===== src/rtl/operand_read_pkg.sv =====
// Shared types and defaults for the operand read stage. The optional
// register-write bypass is enabled by defining READ_BYPASS_EN.
package operand_read_pkg;

  localparam int W  = 32;
  localparam int NR = 16;
  localparam int RB = $clog2(NR);

  typedef logic [W-1:0]     regval_t;
  typedef logic [RB-1:0]    regaddr_t;
  typedef regval_t [NR-1:0] regfile_t;

  typedef enum logic [1:0] {
    IDLE,
    LOAD_L,
    LOAD_R,
    ISSUE
  } read_state_t;

endpackage


===== src/rtl/operand_read_select.sv =====
// Operand value mux: register 0 reads as zero, an optional bypass overrides the
// register file (READ_BYPASS_EN), otherwise the indexed register entry is used.
module operand_select #(
  parameter  int W  = 32,
  parameter  int NR = 16,
  localparam int RB = $clog2(NR)
) (
  input  logic [NR*W-1:0] registers_i,
  input  logic [RB-1:0]   index_i,
`ifdef READ_BYPASS_EN
  input  logic            bypass_enable_i,
  input  logic [RB-1:0]   bypass_register_i,
  input  logic [W-1:0]    bypass_value_i,
`endif
  output logic [W-1:0]    value_o
);

  always_comb begin
    value_o = registers_i[index_i*W +: W];
`ifdef READ_BYPASS_EN
    if (bypass_enable_i && (bypass_register_i == index_i)) value_o = bypass_value_i;
`endif
    // Zero check comes last so neither the file nor the bypass can override r0.
    if (index_i == '0) value_o = '0;
  end

endmodule


===== src/rtl/operand_read.sv =====
// Operand read stage: resolves register operands and fetches memory operands
// before handing the instruction to execute. Bypass ports exist with READ_BYPASS_EN.
module operand_read #(
  parameter  int W   = operand_read_pkg::W,
  parameter  int NR  = operand_read_pkg::NR,
  parameter  int OPW = 8,
  localparam int RB  = $clog2(NR)
) (
  input  logic            clock,
  input  logic            reset_n,
  input  logic [NR*W-1:0] registers,
  output logic            address_enable,
  output logic [W-1:0]    address,
  input  logic            data_valid,
  input  logic [W-1:0]    data,
  input  logic [W-1:0]    in_pc,
  input  logic [W-1:0]    in_adjustment,
  input  logic [RB-1:0]   in_destination,
  input  logic [RB-1:0]   in_left_register,
  input  logic [RB-1:0]   in_right_register,
  input  logic [OPW-1:0]  in_operation,
  input  logic [OPW-1:0]  in_adjustment_operation,
  input  logic            in_left_is_memory,
  input  logic            in_right_is_memory,
  input  logic            in_destination_is_memory,
  input  logic            in_has_flushed,
  input  logic            in_is_valid,
  output logic            in_hold,
  output logic [W-1:0]    out_pc,
  output logic [W-1:0]    out_adjustment,
  output logic [W-1:0]    out_left_value,
  output logic [W-1:0]    out_right_value,
  output logic [RB-1:0]   out_destination,
  output logic [OPW-1:0]  out_operation,
  output logic [OPW-1:0]  out_adjustment_operation,
  output logic            out_destination_is_memory,
  output logic            out_has_flushed,
  output logic            out_is_valid,
`ifdef READ_BYPASS_EN
  input  logic            bypass_enable,
  input  logic [RB-1:0]   bypass_register,
  input  logic [W-1:0]    bypass_value,
`endif
  input  logic            out_hold
);

  import operand_read_pkg::*;

  typedef struct packed {
    logic [W-1:0]   pc;
    logic [W-1:0]   adjustment;
    logic [W-1:0]   left_value;
    logic [W-1:0]   right_value;
    logic [RB-1:0]  destination;
    logic [OPW-1:0] operation;
    logic [OPW-1:0] adjustment_operation;
    logic           destination_is_memory;
    logic           has_flushed;
    logic           is_valid;
  } bundle_t;

  read_state_t  state_q, state_d;
  bundle_t      out_q, out_d, cap_q, cap_d, in_bundle;
  logic         cap_right_mem_q, cap_right_mem_d;
  logic         addr_en_q, addr_en_d;
  logic [W-1:0] addr_q, addr_d;
  logic [W-1:0] left_val, right_val;
  logic         any_memory, mem_ack;

  operand_select #(.W(W), .NR(NR)) u_left_sel (
    .registers_i       (registers),
    .index_i           (in_left_register),
`ifdef READ_BYPASS_EN
    .bypass_enable_i   (bypass_enable),
    .bypass_register_i (bypass_register),
    .bypass_value_i    (bypass_value),
`endif
    .value_o           (left_val)
  );

  operand_select #(.W(W), .NR(NR)) u_right_sel (
    .registers_i       (registers),
    .index_i           (in_right_register),
`ifdef READ_BYPASS_EN
    .bypass_enable_i   (bypass_enable),
    .bypass_register_i (bypass_register),
    .bypass_value_i    (bypass_value),
`endif
    .value_o           (right_val)
  );

  assign any_memory = in_left_is_memory | in_right_is_memory;
  assign mem_ack    = addr_en_q & data_valid;

  always_comb begin
    in_bundle.pc                    = in_pc;
    in_bundle.adjustment            = in_adjustment;
    in_bundle.left_value            = left_val;
    in_bundle.right_value           = right_val;
    in_bundle.destination           = in_destination;
    in_bundle.operation             = in_operation;
    in_bundle.adjustment_operation  = in_adjustment_operation;
    in_bundle.destination_is_memory = in_destination_is_memory;
    in_bundle.has_flushed           = in_has_flushed;
    in_bundle.is_valid              = in_is_valid;
  end

  // NOTE: every signal written here gets its hold value first; a path that
  // left one unassigned would infer a latch instead of combinational logic.
  always_comb begin
    state_d         = state_q;
    out_d           = out_q;
    cap_d           = cap_q;
    cap_right_mem_d = cap_right_mem_q;
    addr_en_d       = addr_en_q;
    addr_d          = addr_q;
    unique case (state_q)
      IDLE: if (!out_hold) begin
        if (in_is_valid && any_memory) begin
          // Register operands are frozen here; memory operands overwrite them later.
          cap_d           = in_bundle;
          cap_right_mem_d = in_right_is_memory;
          out_d.is_valid  = 1'b0;
          addr_en_d       = 1'b1;
          addr_d          = in_left_is_memory ? left_val : right_val;
          state_d         = in_left_is_memory ? LOAD_L : LOAD_R;
        end else begin
          out_d = in_bundle;
        end
      end
      LOAD_L: if (mem_ack) begin
        cap_d.left_value = data;
        if (cap_right_mem_q) begin
          addr_d  = cap_q.right_value;
          state_d = LOAD_R;
        end else begin
          addr_en_d = 1'b0;
          state_d   = ISSUE;
        end
      end
      LOAD_R: if (mem_ack) begin
        cap_d.right_value = data;
        addr_en_d         = 1'b0;
        state_d           = ISSUE;
      end
      ISSUE: if (!out_hold) begin
        out_d          = cap_q;
        out_d.is_valid = 1'b1;
        state_d        = IDLE;
      end
      default: state_d = IDLE;
    endcase
  end

  // NOTE: state registers use non-blocking assignments so every flop samples
  // the pre-edge values regardless of statement order.
  always_ff @(posedge clock) begin
    if (!reset_n) begin
      state_q         <= IDLE;
      out_q           <= '0;
      cap_q           <= '0;
      cap_right_mem_q <= 1'b0;
      addr_en_q       <= 1'b0;
      addr_q          <= '0;
    end else begin
      state_q         <= state_d;
      out_q           <= out_d;
      cap_q           <= cap_d;
      cap_right_mem_q <= cap_right_mem_d;
      addr_en_q       <= addr_en_d;
      addr_q          <= addr_d;
    end
  end

  assign in_hold = out_hold | (reset_n & (state_q != IDLE));

  assign address_enable            = addr_en_q;
  assign address                   = addr_q;
  assign out_pc                    = out_q.pc;
  assign out_adjustment            = out_q.adjustment;
  assign out_left_value            = out_q.left_value;
  assign out_right_value           = out_q.right_value;
  assign out_destination           = out_q.destination;
  assign out_operation             = out_q.operation;
  assign out_adjustment_operation  = out_q.adjustment_operation;
  assign out_destination_is_memory = out_q.destination_is_memory;
  assign out_has_flushed           = out_q.has_flushed;
  assign out_is_valid              = out_q.is_valid;

endmodule


===== config.mk =====
export PLATFORM = sky130hd
export DESIGN_NAME = operand_read
export DESIGN_NICKNAME = d
export VERILOG_FILES = /design/src/rtl/operand_read_pkg.sv /design/src/rtl/operand_read_select.sv /design/src/rtl/operand_read.sv
export SDC_FILE = /design/constraint.sdc
export NUM_CORES = 1
export LEC_CHECK = 0
export CELL_PAD_IN_SITES_DETAIL_PLACEMENT = 1
export CELL_PAD_IN_SITES_GLOBAL_PLACEMENT = 1
export CORE_AREA = 10 10 319 321
export CTS_BUF_LIST = sky130_fd_sc_hd__clkbuf_2
export DETAILED_ROUTE_END_ITERATION = 12
export DIE_AREA = 0 0 329 331
export GPL_TIMING_DRIVEN = 0
export PLACE_DENSITY_LB_ADDON = 0.1
export SETUP_SLACK_MARGIN = 0.5
export SYNTH_ARGS = -nofsm -noshare
export SYNTH_HDL_FRONTEND = slang
export SYNTH_HIERARCHICAL = 1
export SYNTH_SLANG_ARGS = --single-unit

===== constraint.sdc =====
create_clock -name clock -period 2.7 [get_ports clock]
set_input_delay 0.54 -clock clock [delete_from_list [all_inputs] [get_ports clock]]
set_output_delay 0.54 -clock clock [all_outputs]
set_load 0.1 [all_outputs]

==> metrics.csv <==
stage,metric,value,unit
timing,setup_ws,0.8025,ps
logic_synthesis,syn_area,24600,um^2
timing,hold_viol,0,
route,avgViaCountPerCell,5.510,
placement,dp_cells,4697,
timing,slew_headroom,13.47,%
timing,finClkSkew,75.13,ps
route,wl_per_cell,32.76,um
placement,pre_cts_ws,-1106,ps
clock_network,cts-buffers-inserted,96,
status,status,"finished, final reports clean",
clock_network,cts_tree,done,
timing,max_clock_freq,370.5,MHz
timing,slew_violations,0,
die,die_w,329,um
global_routing,gr-total-overflow,0,
global_routing,grt_max_degree,14,
global_routing,grt_pass1_wl,229200,um
die,core_area,95710,um^2
clock_network,path_clk_slew,140,ps
cells_and_area,drive_above_1_share,32.43,%
logic_synthesis,ys_ff_latch,337,
global_routing,grt_pass1_vias,30119,
cells_and_area,area_growth,60.38,%
clock_network,cts.sinks,337,
critical_path,setup.worst_path.class,flop to output port,
die,dieArea,108900,um^2
timing,worstMarginPinSlew,1298,ps
critical_path,end_kind,output port,
route,drcViolationCount,0,
logic_synthesis,netlist_top_cells_area,"dfxtp_1, mux2i_1, mux4_2, mux2_2, a21oi_1",
die,die-height,331,um
timing,period_needed,2699,ps
timing,setup_viol,0,
power,p_per_area,780.5,nW/um^2
placement,port_buffers,789,
worst_hold_path,hp-class,primary input to flop,
die,io_pins,830,
critical_path,critPathMaxFanout,3,
cells_and_area,fill_cells,10745,
cells_and_area,fin_cells,5047,
timing,min_period_over_period,99.97,%
placement,dpl.hpwl,133400,um
power,ir_drop,0.0006737,V
clock_network,insertion_delay,1150,ps
critical_path,required,2160,ps
critical_path,cp-start-kind,flop,
cells_and_area,final_common_cell,clkdlybuf4s50_1,
logic_synthesis,synthCells,2632,
timing,rsz0062_at_grt,yes,
logic_synthesis,netlist.area_leader.share,27.42,%
clock_network,clock_path_buffers,3,
flow_run,drv_cap,0,
route,drtIter0Drc,1986,
global_routing,antenna_found_initial,54,
logic_synthesis,syn_area_per_cell,9.347,um^2
route,first_pass_iters,7,
cells_and_area,mostFrequentLayoutCells,"clkdlybuf4s50_1, mux2i_1, nand2_1",
logic_synthesis,yosys_warnings,6,
clock_network,htreeDepth,3,
die,num_rows,114,
power,p_leak,0.01522,uW
logic_synthesis,synth_seq_area_share,27.42,%
route,wl,165300,um
route,vias,27809,
die,initial_core_util,25.71,%
cells_and_area,nets,4312,
logic_synthesis,synth_nets,3282,
global_routing,grt_usage,28.99,%
critical_path,critPathArrivalTime,2160,ps
route,drtAntennaViolNets,0,
clock_network,cts-root-buf,clkbuf_2,
logic_synthesis,synth_top_cell_by_area,dfxtp_1,
logic_synthesis,synth_cell_types,43,
placement,place.gp.congestion,0.9491,
==> routing by layer <==
layer  up-vias  wire length (um)  global-route usage [%]  part of all wire, %
met5         -               118                       0                0.071
met4        18              5940                   11.29                  3.6
met3       239             11790                   6.635                  7.1
met2      1062             79090                   48.01                   48
met1     14260             68370                   36.24                   41
li1      12230                 -                       -                    -
==> area by class of cell <==
| class | count | area, um^2 | share of cell area (%) |
|---|---|---|---|
| flip-flops and latches | 337 | 7109 | 18.02 |
| clock inverters | 27 | 209.0 | 0.5296 |
| clock buffers | 140 | 700.7 | 1.776 |
| plain buffers | 311 | 1833 | 4.646 |
| multi-input cells | 1976 | 16800 | 42.58 |
| well taps | 1276 | 1597 | 4.046 |
| inverters | 8 | 35.03 | 0.08879 |
| repair buffers | 932 | 11070 | 28.06 |
| diodes | 40 | 100.1 | 0.2537 |
==> flip-flops by register name, indices dropped and copies added (netlist names) <==
register and count:
address 32, address_enable 1, cap_q 150, cap_right_mem_q 1, out_adjustment 32, out_adjustment_operation 8
out_destination 4, out_destination_is_memory 1, out_has_flushed 1, out_is_valid 1, out_left_value 32, out_operation 8
out_pc 32, out_right_value 32, state_q 2
==> worst max-delay path, cell delays in order (launching register included) <==
cell      delay (ps)
dfxtp_2          370
inv_4             50
ha_4             150
buf_6            120
o21bai_4         130
buf_12           190
==> where the power goes <==
part	switching [uW]	total [uW]	internal, uW
logic	11700	19000	7300
registers	1220	7580	6360
clock network	2480	4240	1760
==> logic make-up after synthesis <==
group / Yosys count / share of synthesized area (%)
compound gates: 680 / 18.35
flops: 337 / 27.42
fa+ha+maj: 5 / 0.2543
buf+inv: 319 / 6.128
mux: 746 / 38.20
simple gates: 545 / 9.637
==> stage by stage <==
step / utilization, % / hold slack [ps] / setup TNS [ps] / area [um^2] / power, uW
finish: 41.23 / 151.8 / 0 / 39460 / 30800
floorplan: - / 450.2 / 0 / 24690 / 17600
CTS: 40.46 / 0.2258 / -162.2 / 38720 / 30280
global placement: 35.72 / 446.4 / -149930 / 34180 / 22800
global route: 41.19 / 55.84 / -136.0 / 39420 / 32130
detailed placement: 35.72 / 455.7 / -158690 / 34180 / 23140
==> final timing paths <==
check,start,endpoint,slack (ps),depth (start not counted)
worst max register to register,state_q[0],cap_q[79],530,7
worst min register to register,cap_q[9],cap_q[9],480,2
worst min-delay path,in_left_is_memory,address[31],150,4
worst max-delay path,state_q[0],in_hold,0.8,5
==> synthesized netlist by cell type (all sizes together) <==
master / number
o21bai: 2
o211ai: 32
dfxtp: 337
a21bo: 2
nor2: 6
o22ai: 2
a221o: 62
ha: 5
a21oi: 282
a2111oi: 66
o311ai: 1
a32oi: 64
a311o: 2
and3b: 2
nand2b: 36
nand3: 87
mux2i: 372
o21ai: 90
inv: 8
nor3: 64
o2111ai: 3
clkbuf: 178
o2bb2ai: 1
nor2b: 10
buf: 133
a211o: 1
o21a: 1
nand2: 337
nor4bb: 1
mux2: 246
o211a: 3
a22oi: 62
a31oi: 4
and2: 2
mux4: 128
==> timing repair <==
action	CTS	global route
setup endpoints to repair	478	386
cloned	0	1
resized for setup	2017	193
endpoints found under the hold margin	91	0
setup buffers	29	21
pin swaps	2	5
hold buffers	92	0
No activity file was read; power rests on OpenSTA's default activity.
